<file path="src/rtl/discus_pkg.sv">
// Shared opcode fields, condition codes and control-op encoding for the
// discus sequencer and its return stack.
package discus_pkg;

    localparam logic [1:0] OPC_PREFIX = 2'b00;
    localparam logic [1:0] OPC_CTRL   = 2'b10;

    typedef enum logic [1:0] {
        CTL_JUMP = 2'b00,
        CTL_CALL = 2'b01,
        CTL_RET  = 2'b10,
        CTL_NOP  = 2'b11
    } ctrl_op_e;

    localparam logic [2:0] CC_ALWAYS = 3'b000;
    localparam logic [2:0] CC_NEVER  = 3'b001;
    localparam logic [2:0] CC_Z      = 3'b010;
    localparam logic [2:0] CC_NZ     = 3'b011;
    localparam logic [2:0] CC_C      = 3'b100;
    localparam logic [2:0] CC_NC     = 3'b101;

    function automatic logic cond_met(input logic [2:0] ccc, input logic z, input logic c);
        logic r;
        case (ccc)
            CC_ALWAYS: r = 1'b1;
            CC_NEVER:  r = 1'b0;
            CC_Z:      r = z;
            CC_NZ:     r = ~z;
            CC_C:      r = c;
            CC_NC:     r = ~c;
            default:   r = 1'b1;
        endcase
        return r;
    endfunction

    function automatic logic cond_uses_z(input logic [2:0] ccc);
        return (ccc == CC_Z) || (ccc == CC_NZ);
    endfunction

endpackage

</file>
<file path="src/rtl/discus_stack.sv">
// Circular return stack. With DISCUS_STACK_CHECK_EN defined it also tracks
// occupancy to report full/empty; otherwise full and empty are tied low.
module discus_stack #(
    parameter int STACK_DEPTH = 4,
    parameter int PC_W        = 8
) (
    input  logic            clk,
    input  logic            reset_n,
    input  logic            push,
    input  logic            pop,
    input  logic [PC_W-1:0] push_data,
    output logic [PC_W-1:0] top,
    output logic            full,
    output logic            empty
);

    localparam int SP_W = $clog2(STACK_DEPTH);

    logic [PC_W-1:0] mem_r [STACK_DEPTH];
    logic [SP_W-1:0] sp_r;
    logic [SP_W-1:0] sp_dec_s;

    assign sp_dec_s = sp_r - SP_W'(1);
    assign top      = mem_r[sp_dec_s];

    // Stack pointer wraps freely; a push on a full stack overwrites the oldest entry
    always_ff @(posedge clk) begin
        if (!reset_n) begin
            sp_r <= '0;
        end else if (push) begin
            sp_r <= sp_r + SP_W'(1);
        end else if (pop) begin
            sp_r <= sp_dec_s;
        end else begin
            sp_r <= sp_r;
        end
    end

    // Entry storage, deliberately not reset
    always_ff @(posedge clk) begin
        if (push) begin
            mem_r[sp_r] <= push_data;
        end
    end

`ifdef DISCUS_STACK_CHECK_EN
    logic [SP_W:0] depth_r;

    // Occupancy saturates at both ends so it keeps meaning after wrap
    always_ff @(posedge clk) begin
        if (!reset_n) begin
            depth_r <= '0;
        end else if (push && (depth_r != (SP_W+1)'(STACK_DEPTH))) begin
            depth_r <= depth_r + (SP_W+1)'(1);
        end else if (pop && (depth_r != '0)) begin
            depth_r <= depth_r - (SP_W+1)'(1);
        end else begin
            depth_r <= depth_r;
        end
    end

    assign full  = (depth_r == (SP_W+1)'(STACK_DEPTH));
    assign empty = (depth_r == '0);
`else
    assign full  = 1'b0;
    assign empty = 1'b0;
`endif

endmodule

</file>
<file path="src/rtl/discus_seq.sv">
// Two-stage (fetch, decode) instruction sequencer with prefix constants and a
// return stack. Define DISCUS_STACK_CHECK_EN to enable stack_err reporting.
module discus_seq
    import discus_pkg::*;
#(
    parameter int PC_W        = 8,
    parameter int STACK_DEPTH = 4
) (
    input  logic            clk,
    input  logic            reset_n,
    input  logic            prog_we,
    input  logic [PC_W-1:0] prog_addr,
    input  logic [7:0]      prog_data,
    input  logic            z_flag,
    input  logic            c_flag,
    input  logic            z_pending,
    input  logic            stall,
    output logic [7:0]      instr_out,
    output logic            instr_valid,
    output logic [PC_W-1:0] const_out,
    output logic [PC_W-1:0] pc_out,
    output logic [1:0]      stack_err
);

    logic [7:0]      pmem_r [2**PC_W];
    logic [7:0]      fetch_data_r;
    logic [PC_W-1:0] fetch_addr_r;
    logic            fetch_valid_r;
    logic [PC_W-1:0] pc_r;
    logic [PC_W-1:0] prefix_r;

    logic [1:0]      opc_s;
    ctrl_op_e        op_s;
    logic [2:0]      ccc_s;
    logic            is_prefix_s;
    logic            is_ctrl_s;
    logic            is_plain_s;
    logic            z_hold_s;
    logic            advance_s;
    logic            taken_s;
    logic            push_s;
    logic            pop_s;
    logic            full_s;
    logic            empty_s;
    logic [PC_W-1:0] top_s;
    logic [PC_W-1:0] target_s;
    logic [PC_W-1:0] pc_next_s;
    logic [PC_W-1:0] prefix_next_s;
    logic [PC_W-1:0] ret_addr_s;
    logic [1:0]      err_set_s;

    assign ret_addr_s = fetch_addr_r + PC_W'(1);

    // Decode of the fetched word; a Z-conditioned control op waits out z_pending
    always_comb begin
        opc_s       = fetch_data_r[7:6];
        op_s        = ctrl_op_e'(fetch_data_r[5:4]);
        ccc_s       = fetch_data_r[3:1];
        is_prefix_s = fetch_valid_r && (opc_s == OPC_PREFIX);
        is_ctrl_s   = fetch_valid_r && (opc_s == OPC_CTRL);
        is_plain_s  = fetch_valid_r && (opc_s != OPC_PREFIX) && (opc_s != OPC_CTRL);
        z_hold_s    = is_ctrl_s && cond_uses_z(ccc_s) && z_pending;
        advance_s   = !stall && !z_hold_s;
        taken_s     = is_ctrl_s && !z_hold_s && (op_s != CTL_NOP) &&
                      cond_met(ccc_s, z_flag, c_flag);
        push_s      = advance_s && taken_s && (op_s == CTL_CALL);
        pop_s       = advance_s && taken_s && (op_s == CTL_RET);
        target_s    = (op_s == CTL_RET) ? top_s : prefix_r;
        pc_next_s   = taken_s ? target_s : (pc_r + PC_W'(1));
        err_set_s   = {pop_s && empty_s, push_s && full_s};
        if (is_prefix_s) begin
            prefix_next_s = PC_W'({prefix_r, fetch_data_r[5:0]});
        end else if (fetch_valid_r) begin
            prefix_next_s = '0;
        end else begin
            prefix_next_s = prefix_r;
        end
    end

    // Program RAM write port stays live through stall and Z hold
    always_ff @(posedge clk) begin
        if (prog_we) begin
            pmem_r[prog_addr] <= prog_data;
        end
    end

    // Fetch stage: registered read; a taken branch squashes the word read alongside it
    always_ff @(posedge clk) begin
        if (!reset_n) begin
            pc_r          <= '0;
            fetch_data_r  <= 8'h00;
            fetch_addr_r  <= '0;
            fetch_valid_r <= 1'b0;
        end else if (advance_s) begin
            pc_r          <= pc_next_s;
            fetch_data_r  <= pmem_r[pc_r];
            fetch_addr_r  <= pc_r;
            fetch_valid_r <= !taken_s;
        end else begin
            pc_r          <= pc_r;
            fetch_data_r  <= fetch_data_r;
            fetch_addr_r  <= fetch_addr_r;
            fetch_valid_r <= fetch_valid_r;
        end
    end

    // Decode stage state and registered outputs
    always_ff @(posedge clk) begin
        if (!reset_n) begin
            prefix_r    <= '0;
            instr_valid <= 1'b0;
            instr_out   <= 8'h00;
            const_out   <= '0;
            pc_out      <= '0;
            stack_err   <= 2'b00;
        end else if (stall) begin
            prefix_r    <= prefix_r;
            instr_valid <= instr_valid;
            instr_out   <= instr_out;
            const_out   <= const_out;
            pc_out      <= pc_out;
            stack_err   <= stack_err;
        end else if (z_hold_s) begin
            prefix_r    <= prefix_r;
            instr_valid <= 1'b0;
            instr_out   <= instr_out;
            const_out   <= const_out;
            pc_out      <= pc_out;
            stack_err   <= stack_err;
        end else begin
            prefix_r    <= prefix_next_s;
            instr_valid <= is_plain_s;
            stack_err   <= stack_err | err_set_s;
            if (is_plain_s) begin
                instr_out <= fetch_data_r;
                const_out <= prefix_r;
                pc_out    <= ret_addr_s;
            end else begin
                instr_out <= instr_out;
                const_out <= const_out;
                pc_out    <= pc_out;
            end
        end
    end

    discus_stack #(
        .STACK_DEPTH (STACK_DEPTH),
        .PC_W        (PC_W)
    ) u_stack (
        .clk       (clk),
        .reset_n   (reset_n),
        .push      (push_s),
        .pop       (pop_s),
        .push_data (ret_addr_s),
        .top       (top_s),
        .full      (full_s),
        .empty     (empty_s)
    );

endmodule
</file>
<file path="config.mk">
export PLATFORM = sky130hd
export DESIGN_NAME = discus_seq
export DESIGN_NICKNAME = d
export VERILOG_FILES = /design/src/rtl/discus_pkg.sv /design/src/rtl/discus_stack.sv /design/src/rtl/discus_seq.sv
export SDC_FILE = /design/constraint.sdc
export NUM_CORES = 2
export LEC_CHECK = 0
export BUFFER_PORTS_ARGS = -buffer_cell sky130_fd_sc_hd__buf_2
export CAP_MARGIN = 25
export CELL_PAD_IN_SITES_DETAIL_PLACEMENT = 1
export CELL_PAD_IN_SITES_GLOBAL_PLACEMENT = 1
export CORE_ASPECT_RATIO = 1.1
export CORE_MARGIN = 4
export CORE_UTILIZATION = 35
export DETAILED_ROUTE_END_ITERATION = 7
export PLACE_DENSITY = 0.5
export SETUP_SLACK_MARGIN = 0.15
export SKIP_LAST_GASP = 1
export SLEW_MARGIN = 10
export SYNTH_ARGS = -nofsm -noshare
export SYNTH_HDL_FRONTEND = slang
export SYNTH_SLANG_ARGS = --single-unit
</file>
<file path="constraint.sdc">
create_clock -name clk -period 5 [get_ports clk]
set_clock_uncertainty 0.2 [all_clocks]
set_input_delay 0.25 -clock clk [delete_from_list [all_inputs] [get_ports clk]]
set_output_delay 0.25 -clock clk [all_outputs]
set_load 0.02 [all_outputs]
</file>
# Word level (Yosys, flattened, before mapping)
# Memories as Yosys holds them, arrays and structs flattened. A register that Yosys moved wholly into a read port is not among the register bits.
# Cells that the tools add are included.
# word_totals
register_bits	52
mem_bits_rw	2080
in_bits	23
output_inout_bits	27
n_memories	2
# classes
n_addsub	4
eq_ne	10
muxes	12
bitwise_logic	4
reduce_logical	24
# memory_table
name	depth	width	read_ports	rd_ports_with_merged_regs	write_ports	line_no	text
pmem_r	256	8	1	1	1	discus_seq.sv:25	logic [7:0] pmem_r [2**PC_W];
u_stack.mem_r	4	8	1	0	1	discus_stack.sv:19	logic [PC_W-1:0] mem_r [STACK_DEPTH];
# op_table
op	count
2-to-1 mux 8 bit	4
adder 8 x 1 -> 8 bit (second input constant)	2
logical AND 1 bit	13
== test 3 x 2 -> 1 bit (second input constant)	2
== test 3 bit (second input constant)	2
AND reduction 3 bit	2
nonzero test 2 bit	3
2-to-1 mux 1 bit	5
one-hot mux 1 bit (5 select lines)	1
== test 2 bit (second input constant)	2
logical NOT 1 bit	4
2-to-1 mux 2 bit	2
inequality test 2 bit (second input constant)	2
inverter 1 bit	4
== test 3 x 1 -> 1 bit (second input constant)	1
adder 2 x 1 -> 2 bit (second input constant)	1
== test 2 x 1 -> 1 bit (second input constant)	1
logical NOT 2 bit	1
subtractor 2 x 1 -> 2 bit (second input constant)	1
logical OR 1 bit	1

# Logic depth before layout (Yosys ltp)
# logic_depth
word_depth	12
ltp_mapped	13
ltp_nobuf	9

# By module
# From an unflattened synthesis, not the netlist that was laid out.
# unflattened
hier_cells	4381
area_unflattened_um2	84662.4
# modules_own_cells
module	instances	cells_each	area_each_um2
discus_seq	1	4317	83316.2
discus_stack	1	64	1346.3

# Worst setup path after synthesis
# Ideal clock, no wire load.
# synth_path
kind	reg-to-reg
start	register pc_r[0]
end	register fetch_data_r[4] (read register of pmem_r)
setup_ns	0.117
t_arrival_ns	2.431
t_required_ns	4.683
setup_slack_ns	2.252
stages_incl_launch_ff	11
n_path_buf	4
period_less_slack_ns	2.748
path_cell_list	dfxtp_1 buf_6 buf_4 buf_4 buf_2 mux4_2 mux2i_1 o22ai_1 nor3_1 o21ai_0 a32o_1
# synth_lines
element	line_no	text
start: declaration	discus_seq.sv:29	logic [PC_W-1:0] pc_r;
start signal: assignment	discus_seq.sv:95	pc_r <= pc_next_s;
start signal: assignment	discus_seq.sv:100	pc_r <= pc_r;
end: declaration	discus_seq.sv:26	logic [7:0] fetch_data_r;

==> impl_metrics.env <==
export IMPL_drc=0
export IMPL_ant_nets=0
export IMPL_via_per_inst=5.418
export IMPL_power_density_nw_per_um2=395.7
export IMPL_post_synth_mux_area_share_pct=16.16
export IMPL_synthAdderAreaFrac_pct=0.1049
export IMPL_wirelength_mm=254.5
export IMPL_worst_pin_slew_ns=1.108
export IMPL_clock_latency_ns=0.89
export IMPL_die_x_um=473.6
export IMPL_cts_setup_buffers=0
export IMPL_min_to="pmem_r[52][3]"
export IMPL_core_area_um2=236500
export IMPL_ys_ff_latch=2140
export IMPL_p_sw_mw=8.663
export IMPL_crit_required_ns=5.54
export IMPL_ioPinCount=50
export IMPL_reg2reg_to="fetch_data_r[5]"
export IMPL_worstPathArrival_ns=4.83
export IMPL_cts_sinks=2140
export IMPL_post_synth_top_area_cell="edfxtp_1"
export IMPL_routed_top_layer="met5"
export IMPL_dp_hpwl_mm=159.2
export IMPL_final_fill_count=22307
export IMPL_synth_area_leaders="edfxtp_1 75%, mux4_2 14%, mux2i_1 2.2%, nor2_1 1.5%, dfxtp_1 1.4%"
export IMPL_holdPathStages=4
export IMPL_synth_area_per_cell_um2=20.39
export IMPL_drt_first_pass_iters=5
export IMPL_initial_core_util_pct=35.28
export IMPL_synth_top_area_share_pct=74.84
export IMPL_cts_buffers=219
export IMPL_wl_met2_mm=124.2
export IMPL_synth_edf_count=2080
export IMPL_mostFrequentLayoutCell="edfxtp_1"
export IMPL_crit_type="flip-flop to flip-flop"
export IMPL_yosysSeqAreaShare_pct=76.28
export IMPL_synth_compound_area_share_pct=2.352
export IMPL_swShare_pct=22.66
export IMPL_rrSetupSlack_ns=0.71
export IMPL_regArea_um2=63680
export IMPL_status="completed"
export IMPL_ctsRootBufferMaster="clkbuf_16"
export IMPL_post_route_period_util_pct=85.81
export IMPL_synthArstFlopShare_pct=0
export IMPL_worstPathMaxFanout=34
export IMPL_vias=42163
export IMPL_critical_path_startpoint_type="flip-flop"
export IMPL_cts_tree="done"
export IMPL_power_frac_clock_pct=41.9
export IMPL_hp_class="input pin to flip-flop"
export IMPL_end_kind="flip-flop"
export IMPL_cts_htree_levels=4
export IMPL_layout_common_cells="2,080 x edfxtp_1, 516 x mux4_2, 329 x nor2_1"
export IMPL_hold_start="prog_addr[5]"
export IMPL_rows=187
export IMPL_die_y_um=520.2
export IMPL_synth_flop_cell="edfxtp_1"
export IMPL_slew_viol_final=0
export IMPL_antenna_found_initial=20
export IMPL_nNetsFinal=4498
export IMPL_synthesis_area_um2=83460
export IMPL_ir_worst_vdd_mv=0.3266
export IMPL_rsz0062_at_grt="no"
export IMPL_hold_violations=0
export IMPL_routabilityCongestion=0.7867
export IMPL_drt_initial_drc_count=4019
export IMPL_fin_total_pwr_mw=38.24
export IMPL_max_cap_violations=0
export IMPL_routedWlPerCell_um=32.71
export IMPL_synth_simple_gate_area_share_pct=3.393
export IMPL_wl_met3_mm=11.82
export IMPL_gr_total_overflow=0
export IMPL_max_freq_mhz=233.1
export IMPL_r2r_cells=9
export IMPL_final_layout_size_suffix_gt1_share_pct=26.73
export IMPL_io_buffer_count=47
export IMPL_synthDistinctLibCells=66
export IMPL_synth_top_family_by_area="multiplexers"
export IMPL_path_clk_slew_ns=0.06
export IMPL_grt_pass1_vias=44288
export IMPL_syn_inst=4093
export IMPL_synth_xor_area_share_pct=0.09445
export IMPL_setup_viol_count_final=0
export IMPL_grt_max_degree=154
export IMPL_yosys_warnings=0
export IMPL_pwr_share_seq_pct=51.8
export IMPL_p_comb_share_pct=6.3
export IMPL_cts_buffer_depth=3
export IMPL_p_int_mw=29.58
export IMPL_period_minus_slack_ns=4.290
export IMPL_met1_length_mm=111.9
export IMPL_p_leak_nw=30.20
export IMPL_fin_util_pct=40.85
export IMPL_dieArea_um2=246300
export IMPL_r2r_start="pc_r[0]"
export IMPL_grt_pass1_wl_mm=359.1
export IMPL_setup_tns_ns=0
export IMPL_syn_to_final_growth_pct=15.79
export IMPL_slew_limit_headroom_pct=25.48
export IMPL_multiInputGateArea_um2=18540
export IMPL_grt_usage_pct=20.61
critical path: stages (launching register included):
cell and delay [ns]:
dfxtp_4 0.82, buf_12 0.37, buf_4 0.47, mux2i_1 0.30
a221oi_1 0.16, a21o_1 0.23, a222oi_1 0.52, o21ai_0 0.16
a211oi_1 0.66, o22ai_1 0.18
layout make-up:
| cell class | count | area share (%) |
|---|---|---|
| antenna | 3 | 0.007769 |
| clock buffer | 270 | 5.912 |
| clock inverter | 144 | 1.325 |
| inverter | 11 | 0.05308 |
| multi-input combinational | 1698 | 19.19 |
| sequential | 2140 | 65.90 |
| tap | 3118 | 4.037 |
| timing repair buffer | 398 | 3.583 |
cells in the mapped netlist, types with 31 or more instances:
cell type  count
clkbuf_1     103
o21ai_0       42
nor2_1       332
a21oi_1       84
dfxtp_1       60
nand3_1       44
edfxtp_1    2080
buf_2         58
mux4_2       516
mux2i_1      181
o22ai_1       38
nor3_1        42
buf_4         31
nand2_1      201
cells by family after synthesis:
family,count (synthesis)
DFF,2140
muxes,702
and+or+nand+nor,681
AOI/OAI and AO/OA,297
buffers and inverters,256
xor gates and xnor gates,9
adders and majority gates,7
other,1
power by group through the flow:
stage / clock network (mW) / registers [mW] / logic [mW]
6_report: 16.0 / 19.8 / 2.42
2_1_floorplan: 0 / 20.1 / 1.36
4_1_cts: 16.5 / 19.8 / 2.47
3_3_place_gp: 0 / 20.2 / 2.43
5_1_grt: 17.2 / 19.8 / 2.56
3_5_place_dp: 0 / 20.2 / 2.45
layer usage:
| metal | track usage (%) | vias up |
|---|---|---|
| li1 | - | 17576 |
| met1 | 29.05 | 23126 |
| met2 | 33.78 | 1138 |
| met3 | 2.994 | 321 |
| met4 | 5.227 | 2 |
| met5 | 0 | - |
metrics by stage:
stage / hold WS, ns / cells / setup slack, ns / cell area [µm²]
after global routing: 0.06466 / 7781 / 0.5165 / 96630
after global placement: 0.2440 / 7334 / 0.5016 / 89300
after detailed placement: 0.2471 / 7339 / 0.6251 / 89380
final: 0.08358 / 7782 / 0.7096 / 96640
after CTS: 0.009689 / 7775 / 0.5634 / 96590
after floorplan: 0.1489 / 4094 / 2.252 / 83460
how the worst max path moves through the flow:
stage,start,end,slack [ns]
after detailed placement,pc_r[0],fetch_data_r[5],0.63
after global routing,pc_r[0],fetch_data_r[5],0.52
after floorplan,pc_r[0],fetch_data_r[4],2.25
final,pc_r[0],fetch_data_r[5],0.71
after global placement,pc_r[0],fetch_data_r[6],0.50
after CTS,pc_r[0],fetch_data_r[5],0.56
state kept, by name, summed over array words and instances, names as in the netlist:
name,cells
pmem_r,2048
u_stack.mem_r,32
const_out,8
fetch_addr_r,8
fetch_data_r,8
instr_out,8
pc_out,8
pc_r,8
prefix_r,8
u_stack.sp_r,2
fetch_valid_r,1
instr_valid,1
repair_timing:
item | 4_1_cts | 5_1_grt
hold endpoints to repair | 1173 | 0
hold buffers | 22 | 0
gates resized for setup | 0 | 0
No activity file was read; power rests on OpenSTA's default activity.
